$ cat src/rtl/doorway_direction_decoder_if.sv
// Beam inputs and event/debug outputs of one doorway decoder.
// With DIR_EVENT_COUNT_EN defined, the interface also carries the saturating event totals.
interface doorway_direction_decoder_if;
    logic       beam_a;
    logic       beam_b;
    logic       entry_out;
    logic       exit_out;
    logic       abort_pulse;
    logic       overflow_pulse;
    logic       busy;
    logic [3:0] dir_state;
`ifdef DIR_EVENT_COUNT_EN
    logic [15:0] entry_total;
    logic [15:0] exit_total;
    logic [15:0] abort_total;

    modport slave (
        input  beam_a, beam_b,
        output entry_out, exit_out, abort_pulse, overflow_pulse, busy, dir_state,
        output entry_total, exit_total, abort_total
    );
    modport master (
        output beam_a, beam_b,
        input  entry_out, exit_out, abort_pulse, overflow_pulse, busy, dir_state,
        input  entry_total, exit_total, abort_total
    );
`else
    modport slave (
        input  beam_a, beam_b,
        output entry_out, exit_out, abort_pulse, overflow_pulse, busy, dir_state
    );
    modport master (
        output beam_a, beam_b,
        input  entry_out, exit_out, abort_pulse, overflow_pulse, busy, dir_state
    );
`endif
endinterface

$ cat src/rtl/doorway_direction_decoder.sv
// Two-beam doorway decoder: synchronize and debounce beams, track crossing order, queue and stretch entry/exit events.
// Optional macro DIR_EVENT_COUNT_EN adds saturating entry/exit/abort totals.
module doorway_direction_decoder #(
    parameter int unsigned DEBOUNCE_LIMIT = 2_000_000,
    parameter int unsigned TIMEOUT_CYCLES = 300_000_000,
    parameter int unsigned PULSE_LEN      = 3_000_000,
    parameter int unsigned GAP_LEN        = 3_000_000
) (
    input  logic                          clk,
    input  logic                          rst,
    doorway_direction_decoder_if.slave    bus
);

    typedef enum logic [3:0] {
        S_IDLE       = 4'd0,
        S_A1         = 4'd1,
        S_A2         = 4'd2,
        S_A3         = 4'd3,
        S_B1         = 4'd4,
        S_B2         = 4'd5,
        S_B3         = 4'd6,
        S_WAIT_CLEAR = 4'd7
    } dir_t;

    typedef enum logic [1:0] {
        E_IDLE  = 2'd0,
        E_PULSE = 2'd1,
        E_GAP   = 2'd2
    } emit_t;

    // Bit 0 is beam A, bit 1 is beam B throughout the input path.
    logic [1:0]  sync1;
    logic [1:0]  sync2;
    logic [1:0]  stable;
    logic [31:0] deb_cnt [2];

    always_ff @(posedge clk or posedge rst) begin
        if (rst) begin
            sync1      <= '0;
            sync2      <= '0;
            stable     <= '0;
            deb_cnt[0] <= '0;
            deb_cnt[1] <= '0;
        end else begin
            sync1 <= {bus.beam_b, bus.beam_a};
            sync2 <= sync1;
            for (int i = 0; i < 2; i++) begin
                if (sync2[i] == stable[i]) begin
                    deb_cnt[i] <= '0;
                end else if (deb_cnt[i] + 32'd1 >= DEBOUNCE_LIMIT) begin
                    stable[i]  <= sync2[i];
                    deb_cnt[i] <= '0;
                end else begin
                    deb_cnt[i] <= deb_cnt[i] + 32'd1;
                end
            end
        end
    end

    dir_t        dir_q;
    dir_t        dir_d;
    logic [31:0] dir_timer;
    logic [1:0]  ab;
    logic        crossing;
    logic        timed_out;
    logic        ev_entry;
    logic        ev_exit;
    logic        ev_abort;

    assign ab        = {stable[0], stable[1]};
    assign crossing  = (dir_q != S_IDLE) && (dir_q != S_WAIT_CLEAR);
    assign timed_out = crossing && (dir_timer + 32'd1 >= TIMEOUT_CYCLES);

    always_comb begin
        dir_d    = dir_q;
        ev_entry = 1'b0;
        ev_exit  = 1'b0;
        ev_abort = 1'b0;
        if (timed_out) begin
            dir_d    = S_WAIT_CLEAR;
            ev_abort = 1'b1;
        end else begin
            case (dir_q)
                S_IDLE: case (ab)
                    2'b10: dir_d = S_A1;
                    2'b01: dir_d = S_B1;
                    2'b11: begin dir_d = S_WAIT_CLEAR; ev_abort = 1'b1; end
                    default: ;
                endcase
                S_A1: case (ab)
                    2'b11: dir_d = S_A2;
                    2'b01: dir_d = S_A3;
                    2'b00: dir_d = S_IDLE;
                    default: ;
                endcase
                S_A2: case (ab)
                    2'b10: dir_d = S_A1;
                    2'b01: dir_d = S_A3;
                    2'b00: begin dir_d = S_IDLE; ev_abort = 1'b1; end
                    default: ;
                endcase
                S_A3: case (ab)
                    2'b00: begin dir_d = S_IDLE; ev_entry = 1'b1; end
                    2'b11: dir_d = S_A2;
                    2'b10: dir_d = S_A1;
                    default: ;
                endcase
                S_B1: case (ab)
                    2'b11: dir_d = S_B2;
                    2'b10: dir_d = S_B3;
                    2'b00: dir_d = S_IDLE;
                    default: ;
                endcase
                S_B2: case (ab)
                    2'b01: dir_d = S_B1;
                    2'b10: dir_d = S_B3;
                    2'b00: begin dir_d = S_IDLE; ev_abort = 1'b1; end
                    default: ;
                endcase
                S_B3: case (ab)
                    2'b00: begin dir_d = S_IDLE; ev_exit = 1'b1; end
                    2'b11: dir_d = S_B2;
                    2'b01: dir_d = S_B1;
                    default: ;
                endcase
                S_WAIT_CLEAR: if (ab == 2'b00) dir_d = S_IDLE;
                default: dir_d = S_IDLE;
            endcase
        end
    end

    always_ff @(posedge clk or posedge rst) begin
        if (rst) begin
            dir_q     <= S_IDLE;
            dir_timer <= '0;
        end else begin
            dir_q     <= dir_d;
            dir_timer <= (dir_d != dir_q) ? 32'd0 : dir_timer + 32'd1;
        end
    end

    logic [1:0]  pend_entry;
    logic [1:0]  pend_exit;
    logic        push_entry;
    logic        push_exit;
    logic        pop_entry;
    logic        pop_exit;
    logic        drop;

    assign push_entry = ev_entry && (pend_entry != 2'd3);
    assign push_exit  = ev_exit  && (pend_exit  != 2'd3);
    assign drop       = (ev_entry && (pend_entry == 2'd3)) || (ev_exit && (pend_exit == 2'd3));

    always_ff @(posedge clk or posedge rst) begin
        if (rst) begin
            pend_entry <= '0;
            pend_exit  <= '0;
        end else begin
            case ({push_entry, pop_entry})
                2'b10:   pend_entry <= pend_entry + 2'd1;
                2'b01:   pend_entry <= pend_entry - 2'd1;
                default: ;
            endcase
            case ({push_exit, pop_exit})
                2'b10:   pend_exit <= pend_exit + 2'd1;
                2'b01:   pend_exit <= pend_exit - 2'd1;
                default: ;
            endcase
        end
    end

    emit_t       emit_q;
    emit_t       emit_d;
    logic [31:0] emit_timer;
    logic        last_entry;
    logic        gap_done;
    logic        slot_free;
    logic        entry_r;
    logic        exit_r;

    // The last gap cycle may launch the next pulse directly, so back-to-back pulses sit exactly GAP_LEN low cycles apart.
    assign gap_done  = (emit_q == E_GAP) && (emit_timer + 32'd1 >= GAP_LEN);
    assign slot_free = (emit_q == E_IDLE) || gap_done;

    always_comb begin
        emit_d    = emit_q;
        pop_entry = 1'b0;
        pop_exit  = 1'b0;
        case (emit_q)
            E_PULSE: if (emit_timer + 32'd1 >= PULSE_LEN) emit_d = E_GAP;
            E_GAP:   if (gap_done) emit_d = E_IDLE;
            default: ;
        endcase
        if (slot_free) begin
            if ((pend_entry != 2'd0) && ((pend_exit == 2'd0) || !last_entry)) begin
                pop_entry = 1'b1;
            end else if (pend_exit != 2'd0) begin
                pop_exit = 1'b1;
            end
            if (pop_entry || pop_exit) emit_d = E_PULSE;
        end
    end

    always_ff @(posedge clk or posedge rst) begin
        if (rst) begin
            emit_q         <= E_IDLE;
            emit_timer     <= '0;
            last_entry     <= 1'b0;
            entry_r        <= 1'b0;
            exit_r         <= 1'b0;
            bus.abort_pulse    <= 1'b0;
            bus.overflow_pulse <= 1'b0;
        end else begin
            emit_q     <= emit_d;
            emit_timer <= (emit_d != emit_q) ? 32'd0 : emit_timer + 32'd1;
            if (pop_entry)     last_entry <= 1'b1;
            else if (pop_exit) last_entry <= 1'b0;
            entry_r            <= pop_entry || (entry_r && (emit_d == E_PULSE));
            exit_r             <= pop_exit  || (exit_r  && (emit_d == E_PULSE));
            bus.abort_pulse    <= ev_abort;
            bus.overflow_pulse <= drop;
        end
    end

    assign bus.entry_out = entry_r;
    assign bus.exit_out  = exit_r;
    assign bus.busy      = (emit_q != E_IDLE) || (pend_entry != 2'd0) || (pend_exit != 2'd0);
    assign bus.dir_state = dir_q;

`ifdef DIR_EVENT_COUNT_EN
    logic [15:0] entry_total;
    logic [15:0] exit_total;
    logic [15:0] abort_total;

    // Totals count FSM decisions, so events later dropped on overflow are still included.
    always_ff @(posedge clk or posedge rst) begin
        if (rst) begin
            entry_total <= '0;
            exit_total  <= '0;
            abort_total <= '0;
        end else begin
            if (ev_entry && (entry_total != 16'hFFFF)) entry_total <= entry_total + 16'd1;
            if (ev_exit  && (exit_total  != 16'hFFFF)) exit_total  <= exit_total  + 16'd1;
            if (ev_abort && (abort_total != 16'hFFFF)) abort_total <= abort_total + 16'd1;
        end
    end

    assign bus.entry_total = entry_total;
    assign bus.exit_total  = exit_total;
    assign bus.abort_total = abort_total;
`endif

endmodule

$ cat src/flat_wrapper.sv
// flat-port wrapper written by rule: the top's interface ports become plain ports
module doorway_direction_decoder_flat 
#(
    parameter int unsigned DEBOUNCE_LIMIT = 2_000_000,
    parameter int unsigned TIMEOUT_CYCLES = 300_000_000,
    parameter int unsigned PULSE_LEN      = 3_000_000,
    parameter int unsigned GAP_LEN        = 3_000_000
)
  (clk, rst, bus_beam_a, bus_beam_b, bus_entry_out, bus_exit_out, bus_abort_pulse, bus_overflow_pulse, bus_busy, bus_dir_state);
  doorway_direction_decoder_if bus_i ();
  input  logic clk;
  input  logic rst;
  input wire logic [$bits(bus_i.beam_a)-1:0] bus_beam_a;
  input wire logic [$bits(bus_i.beam_b)-1:0] bus_beam_b;
  output wire logic [$bits(bus_i.entry_out)-1:0] bus_entry_out;
  output wire logic [$bits(bus_i.exit_out)-1:0] bus_exit_out;
  output wire logic [$bits(bus_i.abort_pulse)-1:0] bus_abort_pulse;
  output wire logic [$bits(bus_i.overflow_pulse)-1:0] bus_overflow_pulse;
  output wire logic [$bits(bus_i.busy)-1:0] bus_busy;
  output wire logic [$bits(bus_i.dir_state)-1:0] bus_dir_state;
  assign bus_i.beam_a = bus_beam_a;
  assign bus_i.beam_b = bus_beam_b;
  assign bus_entry_out = bus_i.entry_out;
  assign bus_exit_out = bus_i.exit_out;
  assign bus_abort_pulse = bus_i.abort_pulse;
  assign bus_overflow_pulse = bus_i.overflow_pulse;
  assign bus_busy = bus_i.busy;
  assign bus_dir_state = bus_i.dir_state;
  doorway_direction_decoder #(.DEBOUNCE_LIMIT(DEBOUNCE_LIMIT), .TIMEOUT_CYCLES(TIMEOUT_CYCLES), .PULSE_LEN(PULSE_LEN), .GAP_LEN(GAP_LEN)) u_core (.clk(clk), .rst(rst), .bus(bus_i));
endmodule
$ cat config.mk
export PLATFORM = sky130hd
export DESIGN_NAME = doorway_direction_decoder_flat
export DESIGN_NICKNAME = d
export VERILOG_FILES = /design/src/rtl/doorway_direction_decoder_if.sv /design/src/rtl/doorway_direction_decoder.sv /design/src/flat_wrapper.sv
export SDC_FILE = /design/constraint.sdc
export NUM_CORES = 1
export LEC_CHECK = 0
export CORE_MARGIN = 2
export CORE_UTILIZATION = 30
export DETAILED_ROUTE_END_ITERATION = 10
export PLACE_DENSITY = 0.46
export SYNTH_ARGS = -nofsm -noshare
export SYNTH_HDL_FRONTEND = slang
export SYNTH_SLANG_ARGS = --single-unit
$ cat constraint.sdc
create_clock -name clk -period 6.3 [get_ports clk]
set_input_delay 1.26 -clock clk [delete_from_list [all_inputs] [get_ports clk]]
set_output_delay 1.26 -clock clk [all_outputs]
set_load 0.01 [all_outputs]
=== Word-level counts from Yosys, hierarchy flattened ===
Index checks and enable logic that the tools add are counted.

* Register bits: 149
* Output and inout port bits: 9

* $add $sub $neg: 8
* $lt $le $gt $ge: 4
* Equality and inequality tests: 26
* Mux-type cells: 40
* Bitwise operators: 2
* Reductions and logical operators: 33

{| class="wikitable"
|+ Operators with widths
! cell !! number
|-
| $mux W32 || 6
|-
| $add A32 B1 Y32 const B || 4
|-
| $pmux W4 S3 || 7
|-
| $ge A32 B21 Y1 const B || 2
|-
| $ge A32 B22 Y1 const B || 1
|-
| $ge A32 B29 Y1 const B || 1
|-
| $pmux W4 S8 || 1
|-
| $eq A4 B3 Y1 const B || 4
|-
| $mux W1 || 16
|-
| $eq A2 B2 Y1 const B || 7
|-
| $pmux W2 S2 || 3
|-
| $reduce_bool A2 Y1 || 6
|-
| $eq A2 B1 Y1 const B || 5
|-
| $logic_and A1 B1 Y1 || 10
|-
| $eq A4 B2 Y1 const B || 2
|-
| $logic_or A1 B1 Y1 || 8
|-
| $mux W2 || 4
|-
| $mux W4 || 2
|-
| $logic_not A2 Y1 || 3
|-
| $add A2 B1 Y2 const B || 2
|-
| $eq A4 B1 Y1 const B || 1
|-
| $logic_not A4 Y1 || 1
|-
| $ne A2 B2 Y1 const B || 2
|-
| $ne A4 B3 Y1 const B || 1
|-
| 10 further kinds || 14
|}

=== Depth between registers and ports, before layout ===
Gate-level depths: netlist (run 1).

* Depth in word-level cells: 11
* Depth in mapped cells: 15
* Gate-level depth less buffers: 14

=== Worst setup path before layout (run 1) ===
No wires, ideal clock.

* Kind: reg-to-reg
* From: register u_core.dir_timer[15]
* To: register u_core.pend_entry[1]
* Library setup time: 0.079 ns
* Data arrival time: 3.180 ns
* Required time: 6.221 ns
* Path slack: 3.041 ns
* Cell stages (with the launch flop): 14
* Buffers on the path: 1
* Path through: dfrtp_1 buf_2 nand4_1 nor4_1 and3_1 mux2_2 o31ai_2 nor2_1 a311oi_2 o21bai_1 nand4_1 ha_1 nor2_1 xor2_1

* Cells in the longest elaborated chain, start to end: 7
* Elaborated cells on any way between the ends: 9
* Those cells by class: add/sub (1); order compare (1); eq/ne (2); mux (2); reduce/logical (3)

{| class="wikitable"
|+ Ends and longest elaborated chain
! element !! RTL line !! RTL
|-
| start, declared || doorway_direction_decoder.sv:62 || <nowiki>logic [31:0] dir_timer;</nowiki>
|-
| start signal, assigned || doorway_direction_decoder.sv:138 || <nowiki>dir_timer <= (dir_d != dir_q) ? 32'd0 : dir_timer + 32'd1;</nowiki>
|-
| $add A32 B1 Y32 * || doorway_direction_decoder.sv:72 || <nowiki>assign timed_out = crossing && (dir_timer + 32'd1 >= TIMEOUT_CYCLES);</nowiki>
|-
| $ge A32 B29 Y1 * || doorway_direction_decoder.sv:72 ||
|-
| $logic_and A1 B1 Y1 * || doorway_direction_decoder.sv:72 ||
|-
| $mux W1 * || doorway_direction_decoder.sv:79 || <nowiki>if (timed_out) begin</nowiki>
|-
| $logic_and A1 B1 Y1 * || doorway_direction_decoder.sv:150 || <nowiki>assign push_entry = ev_entry && (pend_entry != 2'd3);</nowiki>
|-
| $eq A2 B1 Y1 or $eq A2 B2 Y1 (tied branches) || doorway_direction_decoder.sv:159 || <nowiki>case ({push_entry, pop_entry})</nowiki>
|-
| $pmux W2 S2 or $reduce_bool A2 Y1 (tied branches) || n/a ||
|-
| end signal, assigned || doorway_direction_decoder.sv:160 || <nowiki>2'b10: pend_entry <= pend_entry + 2'd1;</nowiki>
|-
| end signal, assigned || doorway_direction_decoder.sv:161 || <nowiki>2'b01: pend_entry <= pend_entry - 2'd1;</nowiki>
|-
| end, declared || doorway_direction_decoder.sv:142 || <nowiki>logic [1:0] pend_entry;</nowiki>
|}

Every way passes the cells marked *; elsewhere a longest branch is shown, timed or not.
A chain may end at the register's enable or synchronous reset.

=== Worst setup path in the final report (run 1) ===
* From: register u_core.dir_timer[2]
* To: register u_core.dir_timer[5]

* Cells in the longest elaborated chain, start to end: 6

{| class="wikitable"
|+ Ends and longest elaborated chain
! element !! RTL line
|-
| $add A32 B1 Y32 * || doorway_direction_decoder.sv:72, doorway_direction_decoder.sv:138
|-
| $ge A32 B29 Y1 || doorway_direction_decoder.sv:72
|-
| $logic_and A1 B1 Y1 || doorway_direction_decoder.sv:72
|-
| $mux W4 || doorway_direction_decoder.sv:79
|-
| $ne A4 B4 Y1 || doorway_direction_decoder.sv:138
|-
| $mux W32 * || doorway_direction_decoder.sv:138
|}

Marked as above.

==> impl_metrics.py, run 1 <==
metrics = {
    "clock_network": {
        "cts-resized-gates": 0,
        "postCtsSetupBuffers": 0,
        "clk_latency_ps": 440,
        "htree_num_levels": 4,
        "max-clock-path-buffers": 2,
        "hold_buffers": 0,
        "cts_buffers": 17,
        "root_buffer": "clkbuf_16",
        "clk_pin_slew_ps": 70,
        "cts_sinks": 149,
        "cts_tree": "built",
    },
    "yosys": {
        "synth.most_common_cell": "dfrtp_1",
        "synth_top_flop_cell": "dfrtp_1",
        "yosysWarnings": 0,
        "synth_edf_count": 0,
        "ys_top_cells_by_count": "dfrtp_1 (149), nor2_1 (114), nand2_1 (103), nand3_1 (60), xor2_1 (57)",
        "syn_area_per_cell_sq_um": 9.277,
        "synthTopCellsByArea": "dfrtp_1 (40%), xor2_1 (5.3%), xnor2_1 (5.2%)",
        "synth-seq-cells": 149,
        "syn_area_sq_mm": 0.009370,
        "ys_seq_area_share_pct": 39.79,
        "synthArstFlopShare_pct": 100.0,
        "synth_top_cell_area_share_pct": 39.79,
        "yosysTopAreaCell": "dfrtp_1",
        "synth_cell_types": 88,
        "syn_inst": 1010,
    },
    "timing": {
        "relSlewSlack_pct": 28.73,
        "finalHoldViolations": 0,
        "whs_ps": 387.5,
        "clock.fmax_mhz": 260.9,
        "finalCriticalPeriod_ps": 3833,
        "layout_worst_path_cycle_share_pct": 60.85,
        "setup_tns_ps": 0,
        "worst_pin_slew_ps": 1047,
        "rsz0062_at_grt": "false",
        "setup_violations": 0,
        "fin_worst_skew_ps": 11.20,
        "slew_violations": 0,
    },
    "run_status": {
        "outcome": "complete, no violations",
    },
    "placed_design": {
        "io_buffers": 12,
        "gp_routability_congestion": 0.7888,
        "hpwl_um": 13530,
    },
    "global_route": {
        "grt_pass1_wl_um": 34980,
        "grt.overflow.total": 0,
        "antenna_found_initial": 0,
        "grt_pass1_vias": 7045,
        "grt_max_degree": 60,
        "grt_usage_pct": 12.89,
    },
    "critical_path": {
        "cp-start-kind": "flop",
        "path_depth": 9,
        "crit_type": "reg -> reg",
        "arrival_ps": 4120,
        "path_max_fanout": 32,
        "r2r_slack_ps": 2470,
        "r2r_start": "u_core.dir_timer[2]",
        "crit_path_end_kind": "flop",
        "critPathMaxStageDelay_ps": 930,
        "crit_path_frequent_cell": "nor2_1",
        "cpLargestDelayFamily": "simple AND/OR/NAND/NOR gates",
        "cp-startpoint": "u_core.dir_timer[2]",
        "regToRegEndpoint": "u_core.dir_timer[5]",
        "required_ps": 6580,
        "worst_path_max_delay_cell": "mux2i_4",
        "worstPathCellList": "nand4_1 > nor2_1 > and3_1 > mux2_2 > o31ai_2 > nor2_1 > a311oi_2 > mux2i_4 > nor2_1",
        "r2r_cells": 9,
        "cp_num_buf_inv": 0,
        "endpoint": "u_core.dir_timer[5]",
    },
    "job": {
        "maxCapViolations": 0,
    },
    "finish": {
        "multi_input_area_sq_mm": 0.005318,
        "n_antenna_cell": 0,
        "nFillCells": 3131,
        "area_delta_synth_final_pct": 10.92,
        "drive_gt1_share_pct": 11.33,
        "seqCellArea_sq_mm": 0.003729,
        "final_nets": 1032,
    },
    "routing": {
        "totalWireLength_um": 20070,
        "ant_nets": 0,
        "drt_iter0_drc": 369,
        "wl_met1_um": 10000,
        "dr.pass1.iters": 4,
        "vias_per_cell": 5.008,
        "wl_per_cell_um": 14.13,
        "num_vias": 7111,
        "routed-wl-met2_um": 9244,
        "wl_met3_um": 592,
        "drc": 0,
        "dr.max_layer_used": "met4",
    },
    "die": {
        "io_pins": 13,
        "fp-row-count": 64,
        "initial_core_util_pct": 30.55,
        "fp.dieW_um": 180.7,
        "design.die.area_sq_mm": 0.03266,
        "die_y_um": 180.7,
        "core-area_sq_mm": 0.03067,
    },
    "power_and_ir_drop": {
        "powerDensity_mw_per_mm2": 260.0,
        "vdd_ir_drop_max_v": 0.0001973,
        "p_leak_nw": 4.003,
    },
    "worst_hold_path": {
        "hp-class": "reg -> reg",
    },
}
registers in the layout, indices dropped and copies added, names as in the netlist:
name / flops
u_core.pend_entry: 2
u_core.emit_timer: 32
u_core.bus.overflow_pulse: 1
u_core.sync2: 2
u_core.bus.exit_out: 1
u_core.stable: 2
u_core.sync1: 2
u_core.bus.entry_out: 1
u_core.pend_exit: 2
u_core.deb_cnt: 64
u_core.dir_timer: 32
u_core.bus.abort_pulse: 1
u_core.emit_q: 2
u_core.last_entry: 1
u_core.bus.dir_state: 4
layout make-up:
type,count,area share [%]
multi-input cells,800,51.16
well taps,396,4.767
clock inverters,14,1.541
inverters,28,1.059
repair buffers,15,1.372
clock buffers,18,4.225
flip-flops and latches,149,35.87
cell usage in the layout (no fill, tap or decap), types with 5 or more instances in the layout:
cell,instances
clkdlybuf4s50_1,12
conb_1,23
nand2_1,103
a211oi_2,31
a2111oi_0,5
dfrtp_1,149
nor3_1,35
o21ai_1,5
or4_1,6
o22ai_1,5
o21ai_0,29
nand2b_1,8
ha_1,17
xnor2_1,56
nor2_1,114
mux2_2,5
and4_1,14
nor4_1,13
and3_1,18
nor3b_1,6
and2_1,6
inv_1,26
or3_1,6
a211oi_1,6
nand4_1,35
nor2b_1,6
xor2_1,57
clkbuf_16,17
nand3_1,60
a21oi_1,24
cells by family after synthesis:
| family | after synthesis | share of synthesized area (%) |
|---|---|---|
| simple gates | 468 | 27.12 |
| fa+ha+maj | 17 | 2.270 |
| flops | 149 | 39.79 |
| other cells | 1 | 0.04002 |
| buf+inv | 83 | 4.567 |
| xor+xnor | 113 | 10.56 |
| compound gates | 169 | 14.51 |
| mux | 10 | 1.135 |
how the worst min path moves through the flow:
stage	startpoint	endpoint	slack [ps]	cells after the start
6_report	u_core.sync1[0]	u_core.sync2[0]	390	0
3_5_place_dp	u_core.sync1[0]	u_core.sync2[0]	400	0
5_1_grt	u_core.sync1[0]	u_core.sync2[0]	400	0
4_1_cts	u_core.sync1[0]	u_core.sync2[0]	410	0
2_1_floorplan	u_core.sync1[0]	u_core.sync2[0]	330	0
3_3_place_gp	u_core.sync1[1]	u_core.sync2[1]	390	0
worst register-to-register path, delay by kind of cell, from the launching register on:
kind	cells	cell delay, ps
and+or+nand+nor	5	1340
muxes	2	1280
AOI/OAI and AO/OA	2	610
DFF	1	430
per-stage QoR:
stage / instances / area [sq um] / util, % / setup WS (ps) / power [mW]
after floorplan: 1032 / 9453 / - / 1032 / 1.589
after global placement: 1388 / 9794 / 31.94 / 2474 / 1.684
after detailed placement: 1388 / 9794 / 31.94 / 2410 / 1.689
after CTS: 1420 / 10390 / 33.89 / 2407 / 2.750
after global routing: 1420 / 10390 / 33.89 / 2013 / 2.855
final: 1420 / 10390 / 33.89 / 2467 / 2.702
where the power goes:
part	switching [mW]	leakage, nW	total (mW)	internal (mW)
clock network	0.463	0.292	1.04	0.574
logic	0.375	1.72	0.557	0.182
registers	0.0939	1.99	1.11	1.02
per-layer routing:
layer	GRT usage (%)	up-vias
met5	0	-
met4	3.387	0
met3	3.326	15
met2	20.76	49
met1	17.18	3438
li1	-	3609
(Power assumes the default switching activity.)
==> run 2: changes to the inputs <==
- clock period: 6.3 -> 4 ns (I/O delays scaled with it)
==> run 2 against run 1 <==
Final cell count is 0.92% higher. First-iteration DRC count is 5.1% higher. Largest power group unchanged. Die area stayed put. Sequential power is 58% higher. Critical path depth is 3 higher. Critical path type unchanged. Non-clock buffer count is 13 higher. Largest cell class unchanged. Clock skew is 5.0 ps higher.
==> impl_metrics.py, run 2 (synthesis results as in run 1) <==
metrics = {
    "critical_path": {
        "endpoint": "u_core.pend_exit[1]",
        "path_max_fanout": 10,
        "cp-start-kind": "flop",
        "r2r_start": "u_core.emit_timer[17]",
        "arrival_ps": 3940,
        "r2r_slack_ps": 410,
        "crit_path_end_kind": "flop",
        "cp-startpoint": "u_core.emit_timer[17]",
        "required_ps": 4350,
        "crit_type": "reg -> reg",
        "regToRegEndpoint": "u_core.pend_exit[1]",
        "r2r_cells": 12,
    },
    "power_and_ir_drop": {
        "combPwrFrac_pct": 22.0,
        "p_leak_nw": 4.067,
        "seq_power_share_pct": 40.9,
        "power.switching_mw": 1.495,
        "powerDensity_mw_per_mm2": 406.5,
        "vdd_ir_drop_max_v": 0.0003426,
        "power.internal_mw": 2.785,
        "pwr-share-clk_pct": 37.0,
        "switching_share_pct": 34.93,
    },
    "timing": {
        "setup_violations": 0,
        "layout_worst_path_cycle_share_pct": 89.71,
        "rsz0062_at_grt": "false",
        "slew_violations": 0,
        "relSlewSlack_pct": 48.94,
        "worst_pin_slew_ps": 764.3,
        "finalCriticalPeriod_ps": 3589,
        "setup_tns_ps": 0,
        "finalHoldViolations": 0,
        "fin_worst_skew_ps": 16.23,
        "clock.fmax_mhz": 278.7,
        "setup_ws_ps": 411.5,
    },
    "finish": {
        "area_delta_synth_final_pct": 12.36,
        "stdcell_area_sq_mm": 0.01053,
        "layout_commonest_cell": "dfrtp_1",
        "final_nets": 1045,
        "n_antenna_cell": 0,
        "fin_cells": 1433,
        "biggestRegsByFlops": "u_core.deb_cnt x64, u_core.dir_timer x32, u_core.emit_timer x32",
        "nFillCells": 3136,
        "drive_gt1_share_pct": 12.54,
        "largest_reg_flops": 64,
        "final_cell_mix": "dfrtp_1 (149), nor2_1 (114), nand2_1 (103), nand3_1 (60), xor2_1 (57)",
        "largest_register": "u_core.deb_cnt",
    },
    "routing": {
        "vias_per_cell": 5.068,
        "totalWireLength_um": 20910,
        "drt_iter0_drc": 388,
        "drc": 0,
        "dr.pass1.iters": 5,
        "ant_nets": 0,
        "wl_per_cell_um": 14.59,
        "num_vias": 7262,
    },
    "placed_design": {
        "place_area_sq_mm": 0.009941,
        "io_buffers": 12,
        "hpwl_um": 13960,
        "gp_routability_congestion": 0.8007,
        "dp.cells": 1401,
        "preCtsSetupSlack_ps": 215.8,
    },
    "clock_network": {
        "root_buffer": "clkbuf_16",
        "cts_buffers": 17,
        "max-clock-path-buffers": 2,
        "cts_tree": "built",
        "clk_pin_slew_ps": 70,
        "cts_sinks": 149,
        "htree_num_levels": 4,
        "clk_latency_ps": 440,
        "hold_buffers": 0,
    },
    "die": {
        "fp.dieW_um": 180.7,
        "die_y_um": 180.7,
        "core-area_sq_mm": 0.03067,
        "initial_core_util_pct": 30.55,
        "fp-row-count": 64,
        "design.die.area_sq_mm": 0.03266,
        "io_pins": 13,
    },
    "global_route": {
        "grt_pass1_vias": 7206,
        "grt.overflow.total": 0,
        "grt_pass1_wl_um": 36750,
        "grt_max_degree": 65,
        "antenna_found_initial": 0,
        "grt_usage_pct": 13.51,
    },
    "job": {
        "maxCapViolations": 0,
    },
    "run_status": {
        "outcome": "complete, no violations",
    },
    "worst_hold_path": {
        "hp-class": "reg -> reg",
    },
}
-- run 2: how the worst min path moves through the flow --
| stage | startpoint | cells after the start | end | slack (ps) |
|---|---|---|---|---|
| after floorplan | u_core.sync1[0] | 0 | u_core.sync2[0] | 330 |
| after global placement | u_core.sync1[1] | 0 | u_core.sync2[1] | 360 |
| after detailed placement | u_core.sync1[1] | 0 | u_core.sync2[1] | 360 |
| after CTS | u_core.sync1[1] | 0 | u_core.sync2[1] | 380 |
| after global routing | u_core.sync1[1] | 0 | u_core.sync2[1] | 390 |
| final | u_core.sync1[1] | 0 | u_core.sync2[1] | 370 |
-- run 2: per-layer routing --
metal  up-vias  track usage (%)  part of all wire [%]
met1      3522            18.76                    49
met4         0            3.871                   1.3
met3        17            2.762                   3.0
met5         -                0                     0
li1       3629                -                     -
met2        94            21.26                    47
-- run 2: layout make-up --
class,count,area (sq um),area share [%]
multi-input combinational,800,5328,50.60
sequential,149,3729,35.41
tap,396,495.5,4.706
clock buffer,18,439.2,4.171
timing repair buffer,28,290.3,2.757
clock inverter,14,138.9,1.319
inverter,28,108.9,1.034
-- run 2: per-stage QoR --
stage | hold slack [ps] | util (%) | power, mW
after floorplan | 331.2 | - | 2.503
after global placement | 363.2 | 32.41 | 2.731
after detailed placement | 358.3 | 32.41 | 2.734
after CTS | 376.5 | 34.30 | 4.366
after global routing | 390.3 | 34.33 | 4.549
final | 371.2 | 34.33 | 4.280
-- run 2: worst max-delay path: stages (launching register included) --
cell	delay, ps
dfrtp_1	540
nand4_1	260
nor4_1	560
and4_1	260
o221a_1	170
nor3_1	60
a41oi_1	420
nand2_2	180
a21oi_1	350
nor2_1	100
ha_1	330
nor2_1	140
xor2_1	140
-- run 2: power by group through the flow --
stage	sequential, mW	combinational, mW	clock, mW
6_report	1.75	0.943	1.58
5_1_grt	1.77	1.06	1.72
2_1_floorplan	1.71	0.796	0
3_5_place_dp	1.78	0.955	0
3_3_place_gp	1.78	0.953	0
4_1_cts	1.75	0.957	1.66
-- run 2: what timing repair did --
action / in CTS / in global routing
setup buffers: 0 / 0
resized for setup: 0 / 2
setup endpoints to repair: 0 / 34
